==> src/rtl/add_fu_pkg.sv <==
// add_fu_pkg: shared widths, opcode enum and result-entry layout for the add unit.
package add_fu_pkg;

  localparam int unsigned DATA_W    = 64;
  localparam int unsigned QDEPTH    = 2;
  localparam int unsigned RES_TAG_W = 6;

  typedef enum logic {OP_ADD, OP_SUB} add_op_e;

  // Default-width view of one queued CDB result.
  typedef struct packed {
    logic [RES_TAG_W-1:0] tag;
    logic [DATA_W-1:0]    value;
  } res_entry_t;

endpackage

==> src/rtl/add_fu_outq.sv <==
// add_fu_outq: 2-entry tagged result FIFO feeding the CDB; push and pop may coincide.
module add_fu_outq
  import add_fu_pkg::*;
#(
  parameter int unsigned TAG_W = 6
) (
  input  logic                               clk,
  input  logic                               rst_n,
  input  logic                               flush,
  input  logic                               push,
  input  logic [TAG_W-1:0]                   push_tag,
  input  logic [DATA_W-1:0]                  push_value,
  input  logic                               pop,
  output logic [TAG_W-1:0]                   head_tag,
  output logic [DATA_W-1:0]                  head_value,
  output logic [$clog2(QDEPTH+1)-1:0]        count,
  output logic                               full
);

  localparam int unsigned PTR_W = $clog2(QDEPTH);
  localparam int unsigned CNT_W = $clog2(QDEPTH + 1);

  logic [TAG_W-1:0]  tag_q   [QDEPTH];
  logic [TAG_W-1:0]  tag_d   [QDEPTH];
  logic [DATA_W-1:0] value_q [QDEPTH];
  logic [DATA_W-1:0] value_d [QDEPTH];
  logic [PTR_W-1:0]  wr_ptr_q, wr_ptr_d;
  logic [PTR_W-1:0]  rd_ptr_q, rd_ptr_d;
  logic [CNT_W-1:0]  count_q, count_d;

  // Next-state: flush wins over any push/pop in the same cycle.
  always_comb begin
    tag_d    = tag_q;
    value_d  = value_q;
    wr_ptr_d = wr_ptr_q;
    rd_ptr_d = rd_ptr_q;
    count_d  = count_q;
    if (flush) begin
      wr_ptr_d = '0;
      rd_ptr_d = '0;
      count_d  = '0;
    end else begin
      if (push) begin
        tag_d[wr_ptr_q]   = push_tag;
        value_d[wr_ptr_q] = push_value;
        wr_ptr_d          = wr_ptr_q + PTR_W'(1);
      end
      if (pop) begin
        rd_ptr_d = rd_ptr_q + PTR_W'(1);
      end
      case ({push, pop})
        2'b10:   count_d = count_q + CNT_W'(1);
        2'b01:   count_d = count_q - CNT_W'(1);
        default: count_d = count_q;
      endcase
    end
  end

  // Storage, pointers and occupancy.
  always_ff @(posedge clk or negedge rst_n) begin
    if (!rst_n) begin
      for (int i = 0; i < int'(QDEPTH); i++) begin
        tag_q[i]   <= '0;
        value_q[i] <= '0;
      end
      wr_ptr_q <= '0;
      rd_ptr_q <= '0;
      count_q  <= '0;
    end else begin
      tag_q    <= tag_d;
      value_q  <= value_d;
      wr_ptr_q <= wr_ptr_d;
      rd_ptr_q <= rd_ptr_d;
      count_q  <= count_d;
    end
  end

  assign head_tag   = tag_q[rd_ptr_q];
  assign head_value = value_q[rd_ptr_q];
  assign count      = count_q;
  assign full       = (count_q == CNT_W'(QDEPTH));

endmodule

==> src/rtl/adder64.sv <==
// adder64: 64-bit ripple-carry adder, carry-out discarded (modulo 2^64).
module adder64
  import add_fu_pkg::*;
(
  input  logic [DATA_W-1:0] a,
  input  logic [DATA_W-1:0] b,
  output logic [DATA_W-1:0] sum
);

  // Bit-serial carry chain, LSB first.
  always_comb begin
    logic carry;
    carry = 1'b0;
    sum   = '0;
    for (int i = 0; i < int'(DATA_W); i++) begin
      sum[i] = a[i] ^ b[i] ^ carry;
      carry  = (a[i] & b[i]) | (carry & (a[i] ^ b[i]));
    end
  end

endmodule

==> src/rtl/add_fu.sv <==
// add_fu: integer add/sub functional unit, RS -> S1 register -> adder -> 2-entry CDB queue.
// Optional macro ADD_FU_SUB_EN builds the subtract path (second adder instance).
module add_fu
  import add_fu_pkg::*;
#(
  parameter int unsigned TAG_W = 6
) (
  input  logic              clk,
  input  logic              rst_n,
  input  logic              flush,
  input  logic              issue_valid,
  output logic              issue_ready,
  input  logic              issue_op,
  input  logic [TAG_W-1:0]  issue_tag,
  input  logic [DATA_W-1:0] issue_a,
  input  logic [DATA_W-1:0] issue_b,
  output logic              cdb_valid,
  input  logic              cdb_ready,
  output logic [TAG_W-1:0]  cdb_tag,
  output logic [DATA_W-1:0] cdb_value,
  output logic              busy
);

  localparam int unsigned CNT_W = $clog2(QDEPTH + 1);

  logic              s1_valid_q, s1_valid_d;
  logic [TAG_W-1:0]  s1_tag_q, s1_tag_d;
  logic [DATA_W-1:0] s1_a_q, s1_a_d;
  logic [DATA_W-1:0] s1_b_q, s1_b_d;

  logic              accept_c, s1_adv_c, push_c, pop_c;
  logic [DATA_W-1:0] result_c;
  logic [CNT_W-1:0]  q_count;
  logic              q_full;

`ifdef ADD_FU_SUB_EN
  add_op_e           s1_op_q, s1_op_d;
  logic [DATA_W-1:0] b_sel_c, sum_c;

  // Subtract is a + ~b, then +1 through the second adder.
  assign b_sel_c = (s1_op_q == OP_SUB) ? ~s1_b_q : s1_b_q;

  adder64 u_add (.a(s1_a_q), .b(b_sel_c),                        .sum(sum_c));
  adder64 u_inc (.a(sum_c),  .b(DATA_W'(s1_op_q == OP_SUB)),     .sum(result_c));
`else
  logic unused_issue_op;
  assign unused_issue_op = issue_op;

  adder64 u_add (.a(s1_a_q), .b(s1_b_q), .sum(result_c));
`endif

  // Handshake and queue control; flush kills both sides of every transfer.
  assign cdb_valid   = (q_count != '0) && !flush;
  assign pop_c       = cdb_valid && cdb_ready;
  assign s1_adv_c    = s1_valid_q && (!q_full || pop_c);
  assign push_c      = s1_adv_c && !flush;
  assign issue_ready = !flush && rst_n && (!s1_valid_q || s1_adv_c);
  assign accept_c    = issue_valid && issue_ready;
  assign busy        = s1_valid_q || (q_count != '0);

  // S1 next-state: load on accept, drain on advance, clear on flush.
  always_comb begin
    s1_valid_d = s1_valid_q;
    s1_tag_d   = s1_tag_q;
    s1_a_d     = s1_a_q;
    s1_b_d     = s1_b_q;
`ifdef ADD_FU_SUB_EN
    s1_op_d    = s1_op_q;
`endif
    if (flush) begin
      s1_valid_d = 1'b0;
    end else if (accept_c) begin
      s1_valid_d = 1'b1;
      s1_tag_d   = issue_tag;
      s1_a_d     = issue_a;
      s1_b_d     = issue_b;
`ifdef ADD_FU_SUB_EN
      s1_op_d    = add_op_e'(issue_op);
`endif
    end else if (s1_adv_c) begin
      s1_valid_d = 1'b0;
    end
  end

  // S1 operand register.
  always_ff @(posedge clk or negedge rst_n) begin
    if (!rst_n) begin
      s1_valid_q <= 1'b0;
      s1_tag_q   <= '0;
      s1_a_q     <= '0;
      s1_b_q     <= '0;
`ifdef ADD_FU_SUB_EN
      s1_op_q    <= OP_ADD;
`endif
    end else begin
      s1_valid_q <= s1_valid_d;
      s1_tag_q   <= s1_tag_d;
      s1_a_q     <= s1_a_d;
      s1_b_q     <= s1_b_d;
`ifdef ADD_FU_SUB_EN
      s1_op_q    <= s1_op_d;
`endif
    end
  end

  add_fu_outq #(.TAG_W(TAG_W)) u_outq (
    .clk        (clk),
    .rst_n      (rst_n),
    .flush      (flush),
    .push       (push_c),
    .push_tag   (s1_tag_q),
    .push_value (result_c),
    .pop        (pop_c),
    .head_tag   (cdb_tag),
    .head_value (cdb_value),
    .count      (q_count),
    .full       (q_full)
  );

endmodule
==> config.mk <==
export PLATFORM = sky130hd
export DESIGN_NAME = add_fu
export DESIGN_NICKNAME = d
export VERILOG_FILES = /design/src/rtl/add_fu_pkg.sv /design/src/rtl/add_fu_outq.sv /design/src/rtl/adder64.sv /design/src/rtl/add_fu.sv
export SDC_FILE = /design/constraint.sdc
export NUM_CORES = 1
export LEC_CHECK = 0
export CAP_MARGIN = 0
export CORE_MARGIN = 2
export CORE_UTILIZATION = 48
export DETAILED_ROUTE_END_ITERATION = 16
export PLACE_DENSITY = 0.76
export SYNTH_ARGS = -nofsm -noshare
export SYNTH_HDL_FRONTEND = slang
export SYNTH_SLANG_ARGS = --single-unit
==> constraint.sdc <==
create_clock -name clk -period 22.6 [get_ports clk]
set_clock_uncertainty 0.05 [all_clocks]
set_input_delay 4.52 -clock clk [delete_from_list [all_inputs] [get_ports clk]]
set_output_delay 4.52 -clock clk [all_outputs]
set_load 0.01 [all_outputs]
==> impl_metrics.csv, run 1 <==
group,metric,value,unit
synth,synth_cell_types,30,
global_route,grt_overflow,0,
critical_path,worstPathMaxFanout,2,
critical_path,r2r_start,"s1_a_q[0]",
global_route,grt_max_degree,83,
critical_path,r2r_setup_slack,-310,ps
cells_and_area,final_nets,1179,
route,antenna_left,0,
synth,syn_nets,966,
timing,drv_slew,0,
route,vias,6836,
clock_network,clockBufferDepth,3,
timing,relSlewSlack,0.268,
route,wl_met3,1.22,mm
cells_and_area,final_cells,1334,
floorplanning,num_rows,59,
placement,dp_hpwl,16.6,mm
clock_network,worstSkewPairLatency,540,ps
global_route,antenna_found_initial,1,
floorplanning,coreArea,26100,um2
clock_network,tritoncts,"built",
critical_path,crit_slowest_cell,"dfrtp_1",
power,totalPowerFinal,1.80,mW
floorplanning,die_width,168,um
critical_path,endpoint_kind,"flop",
status,outcome,"finished, violations left",
synth,postSynthCellCount,763,
synth,yosysWarnings,0,
cells_and_area,fillers,1970,
route,met1Wirelength,10.9,mm
synth,ys_ff_latch,279,
timing,rsz0062_at_grt,"yes",
clock_network,htree_levels,1,
critical_path,required,22970,ps
synth,synth.yosys.seq_area_share,0.544,
power,power_leakage,7.09,nW
route,wire_per_inst,18.7,um
synth,yosys.area.top_type,"dfrtp_1",
critical_path,arrival,23280,ps
timing,min_period,22910,ps
power,ir_drop,74.1,uV
cells_and_area,drive_above_1_share,0.406,
hold_path,hold_class,"reg -> reg",
clock_network,root_buffer,"clkbuf_16",
clock_network,cts_buffers,30,
critical_path,cp-start-kind,"flop",
hold_path,hold-path-cell-count,1,
route,dr.max_layer_used,"met4",
synth,synth_area_leaders,"dfrtp_1 54%, mux2_2 19%, fa_1 9.7%, mux2_4 8.1%, mux2_1 5.3%",
critical_path,critPathMaxStageDelay,390,ps
floorplanning,die_area,28100,um2
power,cellPowerDensity,110,nW/um2
critical_path,crit_top_cell,"fa_2",
global_route,grtUsageTotal,0.183,
clock_network,cts.sinks,279,
floorplanning,die_height,168,um
clock_network,cts_hold_buf,0,
placement,place.gp.congestion,0.721,
status,failed_checks,"DRC, setup timing",
placement,portBuffers,211,
timing,setup_viol,4,
critical_path,critPathKind,"reg -> reg",
floorplanning,io_pins,213,
clock_network,post_cts_buffers,0,
hold_path,hold_path_end,"s1_b_q[16]",
hold_path,hold_start,"s1_b_q[16]",
flow_run,drv_cap,0,
route,wl_met2,12.3,mm
global_route,grt_pass1_vias,7542,
route,vias_per_cell,5.12,
timing,hold_viol_final,0,
synth,syn-cell-area,12800,um2
route,drtIter0Drc,287,
critical_path,worstRegToRegCells,67,
route,drcViolationCount,11,
synth,postSynthAreaPerCell,16.8,um2
route,routed_wirelength,25.0,mm
timing,finalCritPeriodShare,1.01,
route,firstDrtPassIters,10,
clock_network,path_clk_slew,60,ps
timing,fin_ws,-310,ps
timing,tightestPinTransition,1100,ps
synth,synth_top_area_share,0.544,
critical_path,rr_endpoint,"u_outq.value_q[63]",
placement,place_inst,1279,
cells_and_area,area_growth,27.2,%
timing,fmax,43.6,MHz
floorplanning,initial_core_util,0.491,
global_route,grt_pass1_wl,41.1,mm
[report_power, final]
| part | total, mW | internal (mW) | switching [mW] |
|---|---|---|---|
| combinational | 0.597 | 0.387 | 0.210 |
| sequential | 0.731 | 0.641 | 0.0906 |
| clock | 0.469 | 0.276 | 0.193 |
[logic make-up after synthesis]
kind of cell               count (synthesis)  share of synthesized area
muxes                                    343                      0.321
DFF                                      279                      0.544
adders and majority gates                 63                     0.0977
buffers and inverters                     46                     0.0214
and+or+nand+nor                           20                    0.00975
AOI/OAI and AO/OA                          9                    0.00410
xor gates and xnor gates                   3                    0.00205
[worst max path at each step]
stage                   start             endpoint  slack [ps]  cells past startpoint
floorplan           s1_a_q[0]  u_outq.value_q[127]           8                     67
global placement    s1_a_q[0]  u_outq.value_q[127]        -770                     67
detailed placement  s1_a_q[0]  u_outq.value_q[127]        -860                     67
CTS                 s1_a_q[0]   u_outq.value_q[63]        -400                     67
global route        s1_a_q[0]   u_outq.value_q[63]        -820                     67
finish              s1_a_q[0]   u_outq.value_q[63]        -310                     67
[cells in the mapped netlist (all sizes together)]
cell and instances:
and3 1, buf 30, inv 8, o21ai 4
mux2 341, nand3b 1, dfrtp 279, nand2 5
nor2b 1, clkbuf 8, nor2 5, mux2i 2
ha 1, nor3 2, xor2 1, or3 1
or4 1, a2111oi 1, nor3b 2, xnor2 2
fa 62, a21oi 3, a221oi 1, and4bb 1
[metal layers]
metal	vias up	track usage
li1	3101	-
met1	3563	0.249
met2	137	0.306
met3	35	0.0369
met4	0	0.0427
met5	-	0
[state kept, by name (all words and copies together), names as in the netlist]
| name | flops |
|---|---|
| u_outq.rd_ptr_q | 1 |
| u_outq.count | 2 |
| u_outq.value_q | 128 |
| s1_tag_q | 6 |
| u_outq.tag_q | 12 |
| s1_b_q | 64 |
| s1_valid_q | 1 |
| u_outq.wr_ptr_q | 1 |
| s1_a_q | 64 |
[repair_timing]
action / 4_1_cts / 5_1_grt
pin swaps: 3 / 1
endpoints found under the setup margin: 8 / 8
gates resized for setup: 17 / 2
[layout make-up]
class                   instances  area (um2)  share of cell area
diodes                          1        2.50            0.000153
inverters                       8        30.0             0.00184
multi-input cells             438        5760               0.353
clock buffers                  48         920              0.0563
clock inverters                 6        32.5             0.00199
flip-flops and latches        279        6990               0.428
well taps                     335         419              0.0257
repair buffers                219        2180               0.133
[per-stage QoR]
| step | instance area [um2] | utilization | TNS (ps) | setup WS [ps] | hold WS (ps) |
|---|---|---|---|---|---|
| after floorplan | 13000 | - | 0 | 7.72 | 408 |
| after global placement | 15300 | 0.586 | -3590 | -772 | 423 |
| after detailed placement | 15300 | 0.586 | -4200 | -858 | 428 |
| after CTS | 16300 | 0.624 | -1450 | -399 | 441 |
| after global routing | 16300 | 0.625 | -3990 | -819 | 460 |
| final | 16300 | 0.625 | -1110 | -310 | 435 |
[placed cells by master (no fill, tap or decap), types with 2 or more instances in the layout]
cell type / n
nor3b_1: 2
xnor2_1: 2
clkdlybuf4s50_1: 210
inv_2: 3
a21oi_1: 3
buf_4: 8
inv_1: 5
nor3_4: 2
clkbuf_8: 8
mux2_1: 60
nor2_1: 5
clkbuf_16: 31
clkinv_2: 5
dfrtp_1: 278
mux2_2: 209
mux2i_1: 2
nand2_1: 5
o21ai_0: 4
mux2_4: 72
fa_2: 62
clkbuf_1: 9
[worst max-delay path: cells and delay by family (launching register included)]
family	cells	cell delay (ps)
flops	1	390
mux	1	270
fa+ha+maj	63	21790
buf+inv	2	100
xor+xnor	1	150
Note: power is estimated with default switching activity, not from simulation.
==> run 2, diff against run 1 <==
HOLD_SLACK_MARGIN = 0.03   (was unset)
==> results of run 2 <==
Same layout as run 1: the final DEF is identical, and so are final timing and power.
